File: config.mk
export PLATFORM = sky130hd
export DESIGN_NAME = tune_sequencer
export DESIGN_NICKNAME = d
export VERILOG_FILES = /design/src/rtl/tune_sequencer_pkg.sv /design/src/rtl/note_fifo.sv /design/src/rtl/tune_sequencer.sv
export SDC_FILE = /design/constraint.sdc
export NUM_CORES = 1
export LEC_CHECK = 0
export BUFFER_PORTS_ARGS = -buffer_cell sky130_fd_sc_hd__buf_2
export CAP_MARGIN = 0
export CORE_ASPECT_RATIO = 1.2
export CORE_UTILIZATION = 40
export CTS_CLUSTER_SIZE = 28
export DETAILED_ROUTE_END_ITERATION = 10
export PLACE_DENSITY = 0.64
export SYNTH_ARGS = -nofsm -noshare
export SYNTH_HDL_FRONTEND = slang
export SYNTH_SLANG_ARGS = --single-unit
File: constraint.sdc
create_clock -name clock -period 2.7 [get_ports clock]
set_input_delay 0.135 -clock clock [delete_from_list [all_inputs] [get_ports clock]]
set_output_delay 0.135 -clock clock [all_outputs]
set_load 0.05 [all_outputs]
File: src/rtl/tune_sequencer_pkg.sv
// Shared state encoding, register bit map and timing constants for the
// note sequencer and its FIFO.
package tune_sequencer_pkg;

  typedef enum logic [2:0] {
    IDLE,
    ISSUE,
    WAIT_START,
    PLAYING,
    GAP
  } seq_state_t;

  localparam int STAT_PLAYING_BIT  = 0;
  localparam int STAT_FULL_BIT     = 1;
  localparam int STAT_EMPTY_BIT    = 2;
  localparam int STAT_OVERFLOW_BIT = 3;
  localparam int STAT_COUNT_LSB    = 8;
  localparam int STAT_COUNT_W      = 8;

  localparam int CTRL_RUN_BIT   = 0;
  localparam int CTRL_FLUSH_BIT = 1;

  // Cycles WAIT_START tolerates without tone_busy before giving up on the note.
  localparam int WAIT_START_TIMEOUT = 4;

  function automatic logic [31:0] pack_status(
    input logic [STAT_COUNT_W-1:0] count,
    input logic                    overflow,
    input logic                    empty,
    input logic                    full,
    input logic                    playing
  );
    logic [31:0] w_word;
    w_word = '0;
    w_word[STAT_COUNT_LSB +: STAT_COUNT_W] = count;
    w_word[STAT_OVERFLOW_BIT]              = overflow;
    w_word[STAT_EMPTY_BIT]                 = empty;
    w_word[STAT_FULL_BIT]                  = full;
    w_word[STAT_PLAYING_BIT]               = playing;
    return w_word;
  endfunction

endpackage

File: src/rtl/note_fifo.sv
// Synchronous show-ahead FIFO holding packed notes; flush overrides push and pop.
module note_fifo
  import tune_sequencer_pkg::*;
#(
  parameter int DEPTH = 16,
  parameter int WIDTH = 32
) (
  input  logic                   clock,
  input  logic                   reset,
  input  logic                   push,
  input  logic                   pop,
  input  logic                   flush,
  input  logic [WIDTH-1:0]       data_in,
  output logic [WIDTH-1:0]       head,
  output logic                   full,
  output logic                   empty,
  output logic [$clog2(DEPTH):0] count
);

  localparam int AW = $clog2(DEPTH);
  localparam int CW = AW + 1;

  logic [WIDTH-1:0] r_mem [DEPTH];
  logic [AW-1:0]    r_wr_ptr;
  logic [AW-1:0]    r_rd_ptr;
  logic [CW-1:0]    r_count;
  logic             w_push_ok;
  logic             w_pop_ok;

  // Fullness is judged before any same-cycle pop, so a push into a full
  // FIFO is dropped even while the head is leaving.
  assign w_push_ok = push & ~full & ~flush;
  assign w_pop_ok  = pop & ~empty & ~flush;

  always_ff @(posedge clock) begin
    if (w_push_ok) begin
      r_mem[r_wr_ptr] <= data_in;
    end
  end

  always_ff @(posedge clock or posedge reset) begin
    if (reset) begin
      r_wr_ptr <= '0;
      r_rd_ptr <= '0;
      r_count  <= '0;
    end else if (flush) begin
      r_wr_ptr <= '0;
      r_rd_ptr <= '0;
      r_count  <= '0;
    end else begin
      if (w_push_ok) begin
        r_wr_ptr <= r_wr_ptr + 1'b1;
      end
      if (w_pop_ok) begin
        r_rd_ptr <= r_rd_ptr + 1'b1;
      end
      case ({w_push_ok, w_pop_ok})
        2'b10:   r_count <= r_count + 1'b1;
        2'b01:   r_count <= r_count - 1'b1;
        default: r_count <= r_count;
      endcase
    end
  end

  assign head  = r_mem[r_rd_ptr];
  assign full  = (r_count == CW'(DEPTH));
  assign empty = (r_count == '0);
  assign count = r_count;

endmodule

File: src/rtl/tune_sequencer.sv
// Bus-mapped note sequencer: queues packed notes and plays them one at a time
// on the tone generator with a fixed silent gap between notes.
module tune_sequencer
  import tune_sequencer_pkg::*;
#(
  parameter int DEPTH      = 16,
  parameter int GAP_CYCLES = 256
) (
  input  logic        clock,
  input  logic        reset,
  input  logic        read,
  input  logic        write,
  input  logic        note_cs,
  input  logic        control_cs,
  input  logic        status_cs,
  input  logic [31:0] data_in,
  output logic [31:0] data_out,
  output logic        data_out_valid,
  output logic [15:0] tone_period,
  output logic [15:0] tone_duration,
  output logic        tone_start,
  output logic        tone_stop,
  input  logic        tone_busy
);

  localparam int CW = $clog2(DEPTH) + 1;
  localparam int WW = $clog2(WAIT_START_TIMEOUT);
  localparam int GW = (GAP_CYCLES > 1) ? $clog2(GAP_CYCLES) : 1;
  localparam logic [WW-1:0] WAIT_LAST = WW'(WAIT_START_TIMEOUT - 1);
  localparam logic [GW-1:0] GAP_LAST  = (GAP_CYCLES > 0) ? GW'(GAP_CYCLES - 1) : '0;

  seq_state_t    r_state;
  logic          r_run;
  logic          r_overflow;
  logic [15:0]   r_tone_period;
  logic [15:0]   r_tone_duration;
  logic          r_tone_start;
  logic          r_tone_stop;
  logic [WW-1:0] r_wait_cnt;
  logic [GW-1:0] r_gap_cnt;

  logic          w_note_push;
  logic          w_ctrl_wr;
  logic          w_flush;
  logic          w_status_rd;
  logic          w_pop;
  logic [31:0]   w_head;
  logic          w_full;
  logic          w_empty;
  logic [CW-1:0] w_count;
  logic          w_playing;

  assign w_note_push = write & note_cs;
  assign w_ctrl_wr   = write & control_cs;
  assign w_flush     = w_ctrl_wr & data_in[CTRL_FLUSH_BIT];
  assign w_status_rd = read & status_cs;
  assign w_pop       = (r_state == ISSUE);
  assign w_playing   = (r_state != IDLE);

  note_fifo #(
    .DEPTH (DEPTH),
    .WIDTH (32)
  ) u_note_fifo (
    .clock   (clock),
    .reset   (reset),
    .push    (w_note_push),
    .pop     (w_pop),
    .flush   (w_flush),
    .data_in (data_in),
    .head    (w_head),
    .full    (w_full),
    .empty   (w_empty),
    .count   (w_count)
  );

  always_ff @(posedge clock or posedge reset) begin
    if (reset) begin
      r_run      <= 1'b0;
      r_overflow <= 1'b0;
    end else begin
      if (w_ctrl_wr) begin
        r_run <= data_in[CTRL_RUN_BIT];
      end
      if (w_flush) begin
        r_overflow <= 1'b0;
      end else if (w_note_push && w_full) begin
        r_overflow <= 1'b1;
      end
    end
  end

  // Flush preempts every state; tone_stop only fires if a note was in flight.
  always_ff @(posedge clock or posedge reset) begin
    if (reset) begin
      r_state         <= IDLE;
      r_tone_period   <= '0;
      r_tone_duration <= '0;
      r_tone_start    <= 1'b0;
      r_tone_stop     <= 1'b0;
      r_wait_cnt      <= '0;
      r_gap_cnt       <= '0;
    end else begin
      r_tone_start <= 1'b0;
      r_tone_stop  <= 1'b0;
      if (w_flush) begin
        r_state     <= IDLE;
        r_tone_stop <= (r_state != IDLE);
      end else begin
        case (r_state)
          IDLE: begin
            if (r_run && !w_empty) begin
              r_state <= ISSUE;
            end
          end
          ISSUE: begin
            r_tone_period   <= w_head[31:16];
            r_tone_duration <= w_head[15:0];
            r_tone_start    <= 1'b1;
            r_wait_cnt      <= '0;
            r_state         <= WAIT_START;
          end
          WAIT_START: begin
            if (tone_busy) begin
              r_state <= PLAYING;
            end else if (r_wait_cnt == WAIT_LAST) begin
              r_gap_cnt <= '0;
              r_state   <= GAP;
            end else begin
              r_wait_cnt <= r_wait_cnt + 1'b1;
            end
          end
          PLAYING: begin
            if (!tone_busy) begin
              r_gap_cnt <= '0;
              r_state   <= GAP;
            end
          end
          GAP: begin
            if ((GAP_CYCLES == 0) || (r_gap_cnt == GAP_LAST)) begin
              r_state <= IDLE;
            end else begin
              r_gap_cnt <= r_gap_cnt + 1'b1;
            end
          end
          default: r_state <= IDLE;
        endcase
      end
    end
  end

  assign data_out_valid = w_status_rd;
  assign data_out       = w_status_rd ?
                          pack_status(STAT_COUNT_W'(w_count), r_overflow, w_empty, w_full, w_playing) :
                          32'h0;

  assign tone_period   = r_tone_period;
  assign tone_duration = r_tone_duration;
  assign tone_start    = r_tone_start;
  assign tone_stop     = r_tone_stop;

endmodule

Word level (Yosys, flattened, before mapping)
Memory sizes are Yosys's and may differ from the RTL's. A register that Yosys moved wholly into a read port is not among the register bits.
Cells that the tools add are included.
W data, S select, Z words.
- eq/ne operators: 18
- reduce and logical (&&, ||, !) cells: 16
- add/subtract/negate cells: 6
- bitwise operators: 11
- muxes and demuxes: 29
- operators by type and width (operator ; count):
    $mux W8 ; 4
    $pmux W8 S3 ; 1
    $mux W3 ; 6
    $mux W4 ; 4
    $pmux W3 S5 ; 1
    $mux W13 ; 1
    $ne A2 B2 Y1 const B ; 5
    $pmux W5 S2 ; 1
    $ne A3 B2 Y1 const B ; 3
    $reduce_bool A3 Y1 ; 3
    $add A4 B1 Y4 const B ; 2
    $add A8 B1 Y8 const B ; 1
    $and A1 B1 Y1 ; 8
    $eq A8 B8 Y1 const B ; 1
    $reduce_and A4 Y1 ; 2
    $reduce_bool A2 Y1 ; 4
    $mux W1 ; 7
    $eq A3 B2 Y1 const B ; 2
    $reduce_and A6 Y1 ; 1
    $add A5 B1 Y5 const B ; 1
    $eq A5 B5 Y1 const B ; 1
    $logic_not A5 Y1 ; 1
    $mux W5 ; 1
    $sub A5 B1 Y5 const B ; 1
    other kinds (13) ; 18
- bits of input ports: 40
- memories: 1
- RAM bits: 512
- logic and storage cells: 91
- register bits: 30
- memories (memory ; words ; width ; rd ports ; clocked after Yosys merged registers in ; write ports ; line ; text):
    u_note_fifo.r_mem ; 16 ; 32 ; 1 ; 1 ; 1 ; note_fifo.sv:23 ; logic [WIDTH-1:0] r_mem [DEPTH];

Longest topological paths before layout
- word-level depth: 7
- mapped depth: 12
- depth with buffers taken out: 10

Cells and area by module
A second synthesis with hierarchy kept.
- cells, all modules: 1021
- area total of the unflattened synthesis: 22574.2 um2
- by module, submodules not included (module ; area each (um2) ; sequential area each (um2) ; times used ; cells each):
    note_fifo ; 20260.7 ; 15700.1 ; 1 ; 830
    tune_sequencer ; 2313.5 ; 1226.2 ; 1 ; 191

Worst setup path after synthesis
Ideal clock, no wire load.
- path kind: reg-to-reg
- start: register u_note_fifo.r_count[1], in the netlist u_note_fifo.count[1]
- end: memory u_note_fifo.r_mem[10][0], enable pin
- arrival: 2.408 ns
- path buffers: 1
- required time: 2.279 ns
- stages on the path, launching flop included: 6
- clock period less this slack: 2.829 ns
- slack: -0.129 ns
- cell sequence: dfrtp_1 -> buf_2 -> nor4_4 -> a21oi_2 -> nand4b_1 -> nor2_1
- cells in the longest elaborated chain, start to end: 6
- ends and longest elaborated chain (what ; line ; text):
    start, declared ; note_fifo.sv:26 ; logic [CW-1:0] r_count;
    start signal, assigned ; note_fifo.sv:58 ; 2'b10: r_count <= r_count + 1'b1;
    start signal, assigned ; note_fifo.sv:59 ; 2'b01: r_count <= r_count - 1'b1;
    start signal, assigned ; note_fifo.sv:60 ; default: r_count <= r_count;
    $eq A5 B5 Y1 ; note_fifo.sv:66 ; assign full = (r_count == CW'(DEPTH));
    $not A1 Y1 ; note_fifo.sv:32 ; assign w_push_ok = push & ~full & ~flush;
    $and A1 B1 Y1 (2 in series) ; note_fifo.sv:32 ;
    $mux W1 ; note_fifo.sv:36 ; if (w_push_ok) begin
    $mux W1 (implied by the code) ; note_fifo.sv:37 ; r_mem[r_wr_ptr] <= data_in;
    end, declared ; note_fifo.sv:23 ;
Every way passes these cells.

Worst setup path after layout
- start: register u_note_fifo.r_count[0], in the netlist u_note_fifo.count[0]
- end: register u_note_fifo.r_count[2], in the netlist u_note_fifo.count[2]
- cells in the longest elaborated chain, start to end: 7
- ends and longest elaborated chain (what ; line ; text):
    $eq A5 B5 Y1 / $logic_not A5 Y1 (equally long branches) ; note_fifo.sv:66, note_fifo.sv:67 ;
    $not A1 Y1, on equally long branches ; note_fifo.sv:32, note_fifo.sv:33 ;
    $and A1 B1 Y1, on equally long branches (2 in series) ; note_fifo.sv:32, note_fifo.sv:33 ;
    $eq A2 B1 Y1 / $eq A2 B2 Y1 (equally long branches) ; note_fifo.sv:57 ; case ({w_push_ok, w_pop_ok})
    $pmux W5 S2 ; note_fifo.sv:57 ;
    $mux W5 ; note_fifo.sv:46 ; end else if (flush) begin
Several ways; a longest one is shown, not always the timed one.
A chain may end at the register's enable or synchronous reset.

==> out/results.ini <==
[outcome]
outcome=finished clean

[finish]
diodes=0
drive_above_1_share=0.292
fin_util=0.477
syn2layout_area_growth_pct=17.5
final_net_count=1315

[timing]
fin_ws_ps=166
rsz0062_at_grt=false
setup_viol=0
hold_violations=0
max_freq_ghz=0.395
period_share=0.938
final-max-slew-violation-count=0
finalCriticalPeriod_ps=2530
fin_skew_ps=19.7
slew_headroom=0.475
timing.setup.tns_ps=0
tightest_slew_ps=787

[route]
num_vias=10900
route.detailed.drc=0
wire_per_inst_um=22.7
dr.pass1.iters=4
avgViaCountPerCell=5.35
ant_nets=0
drtIter0Drc=941
totalWireLength_um=46100

[clock_tree]
root_buffer=clkbuf_16
cts.sinks=574
clk_pin_slew_worst_paths_ps=70
cts_setup_buffers=0
cts_made_buffers=54
clkLatencyLatePin_ps=600
htreeDepth=2
clk_path_buf_depth=3
cts_tree=done

[setup_path]
critPathMaxFanout=4
crit_start=u_note_fifo.count[0]
reg2reg_from=u_note_fifo.count[0]
endpoint_kind=register
required_ps=3220
rrSetupSlack_ps=170
reg2reg_to=u_note_fifo.count[2]
critPathArrivalTime_ps=3060
rr_worst_depth=10
start_kind=register
critical_path_class=register to register

[yosys]
synthTopCellsByArea=edfxtp_1 (69%), mux4_2 (13%), dfrtp_1 (6.9%)
yosysMostFrequentCell=edfxtp_1
ys_async_sr_fraction=0.108
synth-seq-cells=574
synthCells=1087
synth_top_cell_area_share=0.688
synth_edf_count=512
ys.flop_type=edfxtp_1
seq_area_frac_synth=0.757
synthTopCellsByCount=edfxtp_1 (512), mux4_2 (126), dfrtp_1 (62), nand2_1 (47), mux2i_1 (37)
synth_cell_types=59
synth-warning-count=0
synth_area_um2=22400
syn_avg_cell_area_um2=20.6
yosysTopAreaCell=edfxtp_1

[die]
io_pins=107
rows=94
die_width_um=218
initial_core_util=0.406
die_h_um=261
die_area_um2=56800
core-area_um2=55000

[place]
dpl_worst_slack_ps=90.2
port_buffers=83
hpwlAfterDp_um=26800
gp_congestion=0.751

[hold_path]
min_path_type=input port to register
min_from=data_in[1]
hold_path_end=u_note_fifo.r_mem[3][1]
min_path_cells=2

[grt]
grt_pass1_vias=11400
antenna_found_initial=1
grt_max_degree=49
grt_use_total=0.165
grt_pass1_wl_um=69600
grt_overflow=0

[pwr]
p_per_area_nw_per_um2=861
vdd_drop_max_mv=0.529
p_total_uw=22600
p_leak_uw=0.00864

[job]
timing.max_cap.violations=0

[per-layer routing]
metal  GRT usage  up-vias  part of all wire
li1            -     4782                 -
met1       0.225     5734              0.44
met2       0.275      275              0.49
met3      0.0311       67             0.052
met4      0.0443        2             0.019
met5           0        -           0.00017
[cell type report]
type	instances	area (um^2)
inverter	11	42.5
multi-input combinational	446	5100
clock inverter	30	255
fill	4539	28800
clock buffer	72	1500
sequential	574	16900
timing repair buffer	178	1520
tap	720	901
[critical path, stage by stage (launching register included)]
cell	delay [ps]
dfrtp_1	390
or4_4	570
nor2_2	130
nor2_1	80
ha_1	200
xor2_1	140
ha_1	210
a21oi_1	160
xor2_1	100
or3_1	310
a21oi_1	150
[through the flow]
| step | instances | hold WS (ps) | area [um^2] |
|---|---|---|---|
| after global routing | 2031 | 67.9 | 26300 |
| after floorplan | 1109 | 234 | 22400 |
| after CTS | 2031 | 54.1 | 26300 |
| final | 2031 | 70.9 | 26300 |
| after global placement | 1891 | 291 | 24100 |
| after detailed placement | 1891 | 307 | 24100 |
[flip-flops by register name (all words and copies together) (netlist names)]
name	count
tone_stop	1
r_state	3
tone_start	1
tone_period	16
r_overflow	1
u_note_fifo.count	5
r_gap_cnt	8
r_run	1
u_note_fifo.r_rd_ptr	4
tone_duration	16
u_note_fifo.r_mem	512
u_note_fifo.r_wr_ptr	4
r_wait_cnt	2
[worst max path at each step]
| stage | to | slack [ps] |
|---|---|---|
| after floorplan | u_note_fifo.r_mem[10][0] | -130 |
| after global placement | u_note_fifo.count[2] | 170 |
| after detailed placement | u_note_fifo.count[2] | 90 |
| after CTS | u_note_fifo.count[2] | 70 |
| after global routing | u_note_fifo.count[2] | 9 |
| final | u_note_fifo.count[2] | 170 |
[cells by family (layout without fill, tap and decap cells)]
| logic type | Yosys count | in the layout | share of synthesized area |
|---|---|---|---|
| AO/OA/AOI/OAI | 108 | 108 | 0.0354 |
| XOR/XNOR | 10 | 10 | 0.00392 |
| adder cells (fa/ha/maj) | 10 | 10 | 0.00560 |
| buffers and inverters | 89 | 291 | 0.0210 |
| flip-flops | 574 | 574 | 0.757 |
| multiplexers | 167 | 167 | 0.146 |
| other | 1 | 23 | 0.000168 |
| AND/OR/NAND/NOR | 128 | 128 | 0.0310 |
[report_power, final]
group          internal [uW]  total (uW)  switching (uW)
Sequential             10300       10700             384
Combinational           1660        4460            2790
Clock                   4290        7480            3190
Total                  16200       22600            6360
[cells in the final DEF, fill, tap and decap left out, drive strengths merged, types with 3 or more instances in the layout]
master and n:
buf 140, a31oi 4, xor2 7, clkinv 22, a41oi 3, a21oi 7, nand2b 4, a22oi 32
edfxtp 512, mux2 4, bufinv 4, and3 10, and2 12, nor2b 4, nor4b 5, nand2 48
dfrtp 62, conb 23, o211ai 35, mux4 126, nor2 22, mux2i 37, ha 10, inv 10
nand3 7, clkinvlp 5, clkbuf 72, o21ai 9, nor3b 3, xnor2 3, dlygate4sd3 38
[what timing repair did]
| action | 4_1_cts | 5_1_grt |
|---|---|---|
| hold buffers | 38 | 0 |
| gates resized for setup | 0 | 2 |
| setup endpoints to repair | 0 | 1 |
| hold endpoints to repair | 538 | 0 |
Note: power is estimated with default switching activity, not from simulation.
